[config.mk]
export PLATFORM = sky130hd
export DESIGN_NAME = key_debounce
export DESIGN_NICKNAME = d
export VERILOG_FILES = /design/src/rtl/key_debounce.sv
export SDC_FILE = /design/constraint.sdc
export NUM_CORES = 1
export LEC_CHECK = 0
export ABC_AREA = 1
export BUFFER_PORTS_ARGS = -buffer_cell sky130_fd_sc_hd__buf_2
export CAP_MARGIN = 20
export CORE_MARGIN = 5
export CORE_UTILIZATION = 35
export CTS_CLUSTER_DIAMETER = 80
export DETAILED_ROUTE_END_ITERATION = 10
export GPL_TIMING_DRIVEN = 0
export HOLD_SLACK_MARGIN = 0.12
export PLACE_DENSITY = 0.56
export SYNTH_ARGS = -nofsm -noshare
export SYNTH_HDL_FRONTEND = slang
export SYNTH_SLANG_ARGS = --single-unit
[constraint.sdc]
create_clock -name clk -period 2 [get_ports clk]
set_input_delay 0.3 -clock clk [delete_from_list [all_inputs] [get_ports clk]]
set_output_delay 0.3 -clock clk [all_outputs]
set_load 0.01 [all_outputs]
[src/rtl/key_debounce.sv]
// rtl/key_debounce.sv - Synchronised, debounced active-low key inputs with press/release/long-press pulses
//
// Ports:
//   clk          system clock
//   rst_n        asynchronous active-low reset
//   key_n        raw key pins, asynchronous, 0 = pressed
//   key_state    debounced level per key, 1 = pressed
//   key_press    one-cycle pulse when a press is confirmed
//   key_release  one-cycle pulse when a release is confirmed
//   key_long     one-cycle pulse when a press has lasted LONG_CNT cycles in HELD

module key_debounce #(
    parameter int N_KEYS      = 4,
    parameter int CLK_FREQ_HZ = 50_000_000,
    parameter int DEBOUNCE_US = 20_000,
    parameter int LONG_MS     = 1000
) (
    input  logic              clk,
    input  logic              rst_n,
    input  logic [N_KEYS-1:0] key_n,
    output logic [N_KEYS-1:0] key_state,
    output logic [N_KEYS-1:0] key_press,
    output logic [N_KEYS-1:0] key_release,
    output logic [N_KEYS-1:0] key_long
);

    localparam logic [31:0] DB_CNT   = 32'((CLK_FREQ_HZ / 1_000_000) * DEBOUNCE_US);
    localparam logic [31:0] LONG_CNT = 32'((CLK_FREQ_HZ / 1000) * LONG_MS);

    typedef enum logic [1:0] {
        IDLE         = 2'd0,
        PRESS_WAIT   = 2'd1,
        HELD         = 2'd2,
        RELEASE_WAIT = 2'd3
    } state_t;

    for (genvar k = 0; k < N_KEYS; k++) begin : g_key
        logic        sync1;
        logic        sync2;
        logic        s;
        state_t      state;
        logic [31:0] dcnt;
        logic [31:0] lcnt;
        logic        state_r;
        logic        press_r;
        logic        release_r;
        logic        long_r;

        // Synchroniser idles at 1 so a reset looks like a released key.
        always_ff @(posedge clk or negedge rst_n) begin
            if (!rst_n) begin
                sync1 <= 1'b1;
                sync2 <= 1'b1;
            end else begin
                sync1 <= key_n[k];
                sync2 <= sync1;
            end
        end

        assign s = ~sync2;

        always_ff @(posedge clk or negedge rst_n) begin
            if (!rst_n) begin
                state     <= IDLE;
                dcnt      <= '0;
                lcnt      <= '0;
                state_r   <= 1'b0;
                press_r   <= 1'b0;
                release_r <= 1'b0;
                long_r    <= 1'b0;
            end else begin
                press_r   <= 1'b0;
                release_r <= 1'b0;
                long_r    <= 1'b0;
                case (state)
                    IDLE: begin
                        if (s) begin
                            state <= PRESS_WAIT;
                            dcnt  <= 32'd1;
                        end else begin
                            dcnt  <= '0;
                        end
                    end
                    PRESS_WAIT: begin
                        if (!s) begin
                            state <= IDLE;
                            dcnt  <= '0;
                        end else if (dcnt == DB_CNT - 32'd1) begin
                            state   <= HELD;
                            dcnt    <= '0;
                            lcnt    <= '0;
                            state_r <= 1'b1;
                            press_r <= 1'b1;
                        end else begin
                            dcnt <= dcnt + 32'd1;
                        end
                    end
                    HELD: begin
                        // Saturating count; the pulse fires only on the step that reaches
                        // LONG_CNT, so a held key never auto-repeats.
                        if (lcnt < LONG_CNT) begin
                            lcnt <= lcnt + 32'd1;
                            if (lcnt == LONG_CNT - 32'd1) begin
                                long_r <= 1'b1;
                            end
                        end
                        if (!s) begin
                            state <= RELEASE_WAIT;
                            dcnt  <= 32'd1;
                        end
                    end
                    RELEASE_WAIT: begin
                        // lcnt is left untouched here so release bounce neither
                        // restarts nor advances the long-press timer.
                        if (s) begin
                            state <= HELD;
                            dcnt  <= '0;
                        end else if (dcnt == DB_CNT - 32'd1) begin
                            state     <= IDLE;
                            dcnt      <= '0;
                            state_r   <= 1'b0;
                            release_r <= 1'b1;
                        end else begin
                            dcnt <= dcnt + 32'd1;
                        end
                    end
                    default: begin
                        state <= IDLE;
                        dcnt  <= '0;
                    end
                endcase
            end
        end

        assign key_state[k]   = state_r;
        assign key_press[k]   = press_r;
        assign key_release[k] = release_r;
        assign key_long[k]    = long_r;
    end

endmodule

==> results of run 1 <==
## report_power, final
part | total (mW) | internal [mW] | switching (mW)
Clock | 7.01 | 4.23 | 2.78
Combinational | 0.364 | 0.104 | 0.260
Sequential | 5.88 | 5.86 | 0.0229
Total | 13.3 | 10.2 | 3.06
## cell families (layout without fill, tap and decap cells)
group / Yosys count / in the layout / share of synthesized area (%)
AO/OA/AOI/OAI: 128 / 128 / 3.795
adder cells (fa/ha/maj): 9 / 9 / 0.6132
buffers and inverters: 402 / 537 / 9.205
XOR/XNOR: 105 / 105 / 5.008
flip-flops: 288 / 288 / 39.30
AND/OR/NAND/NOR: 1831 / 1832 / 42.08
## final cells by class
class,count,area (um2)
Inverter,332,1262
Sequential cell,288,7226
Fill cell,5525,30860
Tap cell,688,860.8
Multi-Input combinational cell,2074,9709
Timing Repair inverter,2,12.51
Clock inverter,16,183.9
Buffer,70,496.7
Clock buffer,56,1130
Timing Repair Buffer,61,495.5
## sequential cells by signal, indices dropped and copies added, names as in the netlist, named ones only
register and count:
g_key.dcnt 128, g_key.release_r 4, g_key.sync1 4, g_key.state_r 4, g_key.long_r 4, g_key.lcnt 128
g_key.sync2 4, g_key.press_r 4, g_key.state 4
## routing by layer
metal  wire length [um]  part of all wire (%)  GRT usage [%]  vias to the layer above
li1                   -                     -              -                     8902
met1              23710                    49          23.81                     8233
met2              21630                    45          26.50                      326
met3               2048                   4.2          2.734                       58
met4                925                   1.9          4.012                        0
met5                  0                     0              0                        -
## worst max path at each step
stage                     slack (ps)                            end  depth (start not counted)                     startpoint
after floorplan                  260  g_key[1].lcnt[10]$_DFFE_PN0P_                         12   g_key[1].dcnt[0]$_DFFE_PN0N_
after global placement         -5090   g_key[3].lcnt[6]$_DFFE_PN0P_                          1                          rst_n
after detailed placement        -320      g_key[2].long_r$_DFF_PN0_                          5   g_key[2].lcnt[0]$_DFFE_PN0P_
after CTS                          3  g_key[1].lcnt[10]$_DFFE_PN0P_                         12   g_key[1].dcnt[1]$_DFFE_PN0N_
after global routing             -80  g_key[1].dcnt[26]$_DFFE_PN0N_                          7  g_key[1].state[0]$_DFFE_PN0P_
final                             80   g_key[3].lcnt[2]$_DFFE_PN0P_                         11   g_key[3].dcnt[0]$_DFFE_PN0N_
## repair_timing
item,CTS,global route
resized for setup,28,78
gates cloned,0,4
buffers inserted,13,19
hold buffers,5,0
setup endpoints to repair,136,291
endpoints found under the hold margin,93,0
pin swaps,8,22
## Yosys cell counts, types with 6 or more instances
| library cell | n | share of area [%] |
|---|---|---|
| a21oi_1 | 41 | 1.1 |
| buf_2 | 29 | 0.79 |
| buf_4 | 24 | 0.98 |
| buf_6 | 7 | 0.43 |
| clkbuf_1 | 8 | 0.16 |
| dfrtp_1 | 280 | 38 |
| dfstp_2 | 8 | 1.1 |
| ha_1 | 9 | 0.61 |
| inv_1 | 320 | 6.5 |
| inv_2 | 10 | 0.20 |
| nand2_1 | 832 | 17 |
| nand2_2 | 10 | 0.34 |
| nand3_1 | 256 | 7.0 |
| nand3_2 | 8 | 0.44 |
| nand4_1 | 70 | 2.4 |
| nor2_1 | 514 | 11 |
| nor2_2 | 16 | 0.55 |
| nor3_1 | 95 | 2.6 |
| nor4_1 | 7 | 0.24 |
| o21ai_0 | 65 | 1.8 |
| o22ai_1 | 6 | 0.20 |
| xnor2_1 | 19 | 0.91 |
| xor2_1 | 86 | 4.1 |
## metrics by stage
step | hold WS [ps] | total power [mW] | std cells
4_1_cts | 345.5 | 13.52 | 3564
2_1_floorplan | 4.409 | 6.105 | 2763
6_report | 277.4 | 13.25 | 3587
5_1_grt | 319.5 | 13.84 | 3587
3_5_place_dp | 347.0 | 6.299 | 3474
3_3_place_gp | 346.5 | 6.280 | 3472
==> qor.tcl, run 1 <==
set qor(timing.critical_path.arrival_ps) 2350
set qor(drt_pre_antenna_iters) 6
set qor(final_antenna_net_count) 0
set qor(synthToLayoutAreaGrowth_pct) 16.41
set qor(design.die.area_um2) 57150
set qor(synthFlopType) {dfrtp_1}
set qor(synth_edf_count) 0
set qor(placeableCoreArea_um2) 52240
set qor(synth.ff_latch_count) 288
set qor(max_fo_critical_path) 10
set qor(residual_drc_count) 0
set qor(critical_path.reg2reg.startpoint) {g_key[3].dcnt[0]$_DFFE_PN0N_}
set qor(cp_slowest_stage_delay_ps) 390
set qor(grt.total_usage_pct) 16.64
set qor(finalWirelength_um) 48310
set qor(cts_buffers) 39
set qor(timing.final.max_slew_violations) 0
set qor(route.detailed.vias_per_inst) 4.884
set qor(layout_setup_ws_ps) 82.11
set qor(cts_tree) {done}
set qor(part_of_the_yosys_area_used_for_sequential_elements_pct) 39.30
set qor(fraction_of_layout_instances_using_a_drive_strength_above_1_pct) 10.52
set qor(cp_num_buf_inv) 2
set qor(finalCoreUtilization_pct) 40.92
set qor(postLayoutCellArea_um2) 21380
set qor(internal_reg_to_reg_setup_slack_ps) 80
set qor(cts_htree_levels) 2
set qor(antenna_found_initial) 0
set qor(most_frequent_cells_in_the_layout) {nand2_1 (823), nor2_1 (498), inv_1 (313), dfrtp_1 (273), nand3_1 (254)}
set qor(r2r.worst_path.cells) 11
set qor(floorplan_die_width_um) 239.1
set qor(placement_rows) 84
set qor(clkSinkCount) 288
set qor(leakagePower_nw) 9.464
set qor(finish.net_count) 2883
set qor(rsz_0062_raised_after_global_routing) {yes}
set qor(clk_transition_reported_paths_ps) 60
set qor(synth.distinct_cells) 42
set qor(cts.root.buffer_cell) {clkbuf_16}
set qor(timing.final.setup_violations) 0
set qor(first_iter_violations) 1429
set qor(async_flop_share_pct) 100.0
set qor(holdCritPathClass) {in -> async}
set qor(final.setup.tns_ps) 0
set qor(dp_hpwl_um) 35360
set qor(worst-setup-path-type) {reg -> reg}
set qor(critical_path_required_ps) 2430
set qor(synth.net_count) 2778
set qor(dpl-instance-area_um2) 19390
set qor(worst_pin_slew_ps) 592.5
set qor(global_route.overflow_total) 0
set qor(power_density_nw_per_um2) 620.0
set qor(cts.path.max_buffers) 3
set qor(placement.setup.worst_slack_ps) -322.7
set qor(detailroute.via_count) 17519
set qor(first_global_vias) 16503
set qor(syn-instance-count) 2763
set qor(wire_per_inst_um) 13.47
set qor(cp-end-kind) {flop}
set qor(post_synth.cell_area_avg_um2) 6.646
set qor(synth.cell_area_um2) 18360
set qor(grt_first_pass_wirelength_um) 81100
set qor(final.min_clock_period_ps) 1918
set qor(most_common_cell_after_layout_fill_and_taps_aside) {nand2_1}
set qor(drv.max_cap_violation_count) 0
set qor(synth_warnings) 0
set qor(grt_max_degree) 102
set qor(place.gp.congestion) 0.9117
set qor(crit_family) {simple AND/OR/NAND/NOR gates}
set qor(timing.critical_path.from_type) {flop}
set qor(crit_chain) {ha_2 -> nand2_2 -> nor2_4 -> nand2_1 -> nor2_2 -> nand3_2 -> nor2_4 -> inv_2 -> buf_6 -> nand2_1 -> nor2_1}
set qor(floorplan.die.height_um) 239.1
set qor(relSlewSlack_pct) 60.50
set qor(worst_clock_skew_ps) 21.00
set qor(power.ir.vdd_worst_v) 0.0005744
set qor(initial_core_util_pct) 35.16
set qor(cpMaxStageDelayCell) {dfrtp_2}
set qor(report.final.hold_viol_count) 0
set qor(critical_path.reg2reg.endpoint) {g_key[3].lcnt[2]$_DFFE_PN0P_}
set qor(fmaxAchievable_mhz) 521.4
set qor(finalCritPeriodShare_pct) 95.89
set qor(place.port_buffers) 21
set qor(antenna-diode-count) 0
set qor(run_status) {complete, no violations}
set qor(clkLatencyLatePin_ps) 560
set qor(ioPinCount) 22
(Power assumes the default switching activity.)
==> run 2, diff against run 1 <==
- ABC_AREA: 1 -> default
- CELL_PAD_IN_SITES_DETAIL_PLACEMENT: default -> 1
- CELL_PAD_IN_SITES_GLOBAL_PLACEMENT: default -> 2
- PLACE_DENSITY: 0.56 -> 0.78
==> run 2 against run 1 <==
Net effect: the run now ends with negative setup slack left; critical path depth fell by 6; setup slack got worse by 600 ps; clock-buffer cell count fell by 11; clock skew rose by 3.2 ps; clock power fell by 6.4%; critical path type unchanged; critical endpoint is now g_key[1].lcnt[1]$_DFFE_PN0P_; largest power group unchanged; highest routed layer unchanged.
==> qor.tcl, run 2 <==
set qor(placed_cells_incl_taps) 2241 ;# -35%
set qor(final_antenna_net_count) 0 ;# unchanged
set qor(place.port_buffers) 21 ;# unchanged
set qor(power_density_nw_per_um2) 608.1 ;# -1.9%
set qor(timing.final.max_slew_violations) 0 ;# unchanged
set qor(post_synth.cell_area_avg_um2) 8.942 ;# +35%
set qor(top_regs) {g_key.dcnt (128), g_key.lcnt (128)}
set qor(syn-instance-count) 1678 ;# -39%
set qor(most_frequent_cells_in_the_layout) {dfrtp_1 (239), buf_4 (162), nand2_1 (134), nand3_1 (100), o21ai_1 (93)}
set qor(placeableCoreArea_um2) 42130 ;# -19%
set qor(rsz_0062_raised_after_global_routing) {yes}
set qor(global_route.overflow_total) 0 ;# unchanged
set qor(relSlewSlack_pct) 47.45 ;# -13 points
set qor(antenna-diode-count) 0 ;# unchanged
set qor(grt_max_degree) 108 ;# +5.9%
set qor(floorplan_die_width_um) 217.1 ;# -9.2%
set qor(cts_htree_levels) 2 ;# unchanged
set qor(yosys.area.top_type_share_pct) 46.70 ;# +8.5 points
set qor(clkLatencyLatePin_ps) 550 ;# about the same
set qor(timing.critical_path.from_type) {flop}
set qor(synth.cell_area_um2) 15000 ;# -18%
set qor(crit_chain) {or4_4 -> or4_4 -> nor3_4 -> or4b_4 -> a31o_1}
set qor(post-synth-top-area-cell) {dfrtp_1}
set qor(synth_edf_count) 0 ;# unchanged
set qor(initial_core_util_pct) 35.61 ;# +0.45 points
set qor(cts.path.max_buffers) 3 ;# unchanged
set qor(place.gp.congestion) 0.7684 ;# -16%
set qor(cp_num_buf_inv) 0 ;# -2
set qor(worst_pin_slew_ps) 788.2 ;# +195.7 ps
set qor(synth.net_count) 1693 ;# -39%
set qor(synth.ff_latch_count) 288 ;# unchanged
set qor(failed_checks) {negative setup slack}
set qor(fraction_of_layout_instances_using_a_drive_strength_above_1_pct) 36.82 ;# +26 points
set qor(first_global_vias) 14595 ;# -12%
set qor(crit_family) {simple AND/OR/NAND/NOR gates}
set qor(floorplan.die.height_um) 217.1 ;# -9.2%
set qor(grt.total_usage_pct) 19.43 ;# +2.8 points
set qor(ys_top_cells_by_area) {dfrtp_1 (47%), o21ai_0 (5.6%), nor2_1 (3.9%), nand3_1 (3.8%), nand2_1 (3.8%)}
set qor(clk_transition_reported_paths_ps) 60 ;# about the same
set qor(synthToLayoutAreaGrowth_pct) 43.22
set qor(power.ir.vdd_worst_v) 0.0006340 ;# +10%
set qor(finalCritPeriodShare_pct) 126.1 ;# +30 points
set qor(drv.max_cap_violation_count) 0 ;# unchanged
set qor(first_iter_violations) 730 ;# -49%
set qor(dp_hpwl_um) 27420 ;# -22%
set qor(part_of_the_yosys_area_used_for_sequential_elements_pct) 48.10 ;# +8.8 points
set qor(cp-end-kind) {flop}
set qor(critical_path_required_ps) 2430 ;# about the same
set qor(internal_reg_to_reg_setup_slack_ps) -520 ;# -600 ps
set qor(report.power.total_mw) 13.07 ;# -1.4%
set qor(async_flop_share_pct) 100.0 ;# unchanged
set qor(drt_pre_antenna_iters) 4 ;# -2
set qor(grt_first_pass_wirelength_um) 77230 ;# -4.8%
set qor(holdCritPathClass) {reg -> reg}
set qor(final-instance-count-excl-fill) 2500 ;# -30%
set qor(max_fo_critical_path) 8 ;# -2
set qor(finish.net_count) 1950 ;# -32%
set qor(synthTopCellsByCount) {dfrtp_1 (280), o21ai_0 (167), nor2_1 (157)}
set qor(layout_setup_ws_ps) -521.5 ;# -603.6 ps
set qor(placement_rows) 75 ;# -11%
set qor(cpMaxStageDelayCell) {or4b_4}
set qor(fmaxAchievable_mhz) 396.6 ;# -24%
set qor(final.min_clock_period_ps) 2522 ;# +603.6 ps
set qor(worst-setup-path-type) {reg -> reg}
set qor(antenna_found_initial) 0 ;# unchanged
set qor(wire_per_inst_um) 19.91 ;# +48%
set qor(report.final.hold_viol_count) 0 ;# unchanged
set qor(design.die.area_um2) 47110 ;# -18%
set qor(cts_buffers) 36 ;# -7.7%
set qor(cp_common_cell) {or4_4}
set qor(worst_clock_skew_ps) 24.24 ;# +3.234 ps
set qor(finalWirelength_um) 49790 ;# +3.1%
set qor(cp_slowest_stage_delay_ps) 560 ;# +170 ps
set qor(cts.root.buffer_cell) {clkbuf_16}
set qor(ioPinCount) 22 ;# unchanged
set qor(synth_warnings) 0 ;# unchanged
set qor(run_status) {complete, but fails checks}
set qor(timing.final.setup_violations) 213 ;# +213
set qor(yosysMostFrequentCell) {dfrtp_1}
set qor(synthFlopType) {dfrtp_1}
set qor(synth.distinct_cells) 60 ;# +43%
set qor(residual_drc_count) 0 ;# unchanged
set qor(most_common_cell_after_layout_fill_and_taps_aside) {dfrtp_1}
set qor(timing.critical_path.arrival_ps) 2950 ;# +600 ps
set qor(route.detailed.vias_per_inst) 5.708 ;# +17%
set qor(detailroute.via_count) 14270 ;# -19%
set qor(leakagePower_nw) 9.076 ;# -4.1%
set qor(cts_tree) {done}
set qor(final.setup.tns_ps) -49280 ;# -49280 ps
set qor(clkSinkCount) 288 ;# unchanged
==> run 2: cell types whose count changed after synthesis, moves of 62 or more <==
cell,delta
o21ai_0,+102
clkbuf_1,+62
nand3_1,-142
nand2_1,-681
inv_1,-285
nor2_1,-357
==> run 2: final cells by class <==
class                      count  area (um2)
clock buffer                  45       985.9
tap                          539       674.4
fill                        4583       20640
inverter                      35       131.4
multi-input combinational   1262        9349
timing repair buffer         244        2231
clock inverter                19       182.7
buffer                        68       666.9
sequential                   288        7268
==> run 2: cells by family after synthesis <==
logic type / after synthesis / share of synthesized area, %
AND/OR/NAND/NOR: 810 / 28.54
AO/OA/AOI/OAI: 351 / 13.65
flip-flops: 288 / 48.10
buffers and inverters: 130 / 3.711
XOR/XNOR: 90 / 5.254
adder cells (fa/ha/maj): 9 / 0.7505
==> run 2: metal layers <==
metal,global-route usage [%],share of wire (%),up-vias
met2,33.11,51,181
met1,26.25,45,7386
met4,4.972,2.1,0
met3,2.682,2.8,77
li1,-,-,6626
met5,0,0,-
==> run 2: stage by stage <==
step | hold WS, ps | worst slack, ps | utilization [%] | instance area [um2]
floorplan | 4.409 | -445.5 | - | 15160
detailed placement | 352.8 | -829.9 | 38.01 | 16020
global route | 360.4 | -619.7 | 51.00 | 21490
CTS | 361.2 | -518.3 | 46.22 | 19470
finish | 359.1 | -521.5 | 51.00 | 21490
global placement | 346.1 | -5220 | 37.84 | 15940
==> run 2: timing repair <==
item	4_1_cts	5_1_grt
resized for setup	333	386
endpoints found under the setup margin	266	262
cloned	16	8
hold buffers	5	0
setup buffers	113	90
pin swaps	87	145
endpoints found under the hold margin	94	0
==> run 2: final timing paths <==
kind	cells past startpoint	endpoint	from
min in group asynchronous	2	g_key[3].dcnt[19]$_DFFE_PN0N_	rst_n
max in group asynchronous	3	g_key[0].dcnt[23]$_DFFE_PN0N_	rst_n
setup reg to reg	5	g_key[1].lcnt[1]$_DFFE_PN0P_	g_key[1].dcnt[28]$_DFFE_PN0N_
hold reg to reg	0	g_key[3].sync2$_DFF_PN1_	g_key[3].sync1$_DFF_PN1_
setup / recovery	5	g_key[1].lcnt[1]$_DFFE_PN0P_	g_key[1].dcnt[28]$_DFFE_PN0N_
hold / removal	0	g_key[3].sync2$_DFF_PN1_	g_key[3].sync1$_DFF_PN1_
==> run 2: power by group <==
part	leakage [nW]	switching, mW	internal, mW
clock	0.582	2.67	3.89
sequential	3.91	0.0338	5.86
combinational	4.58	0.358	0.254
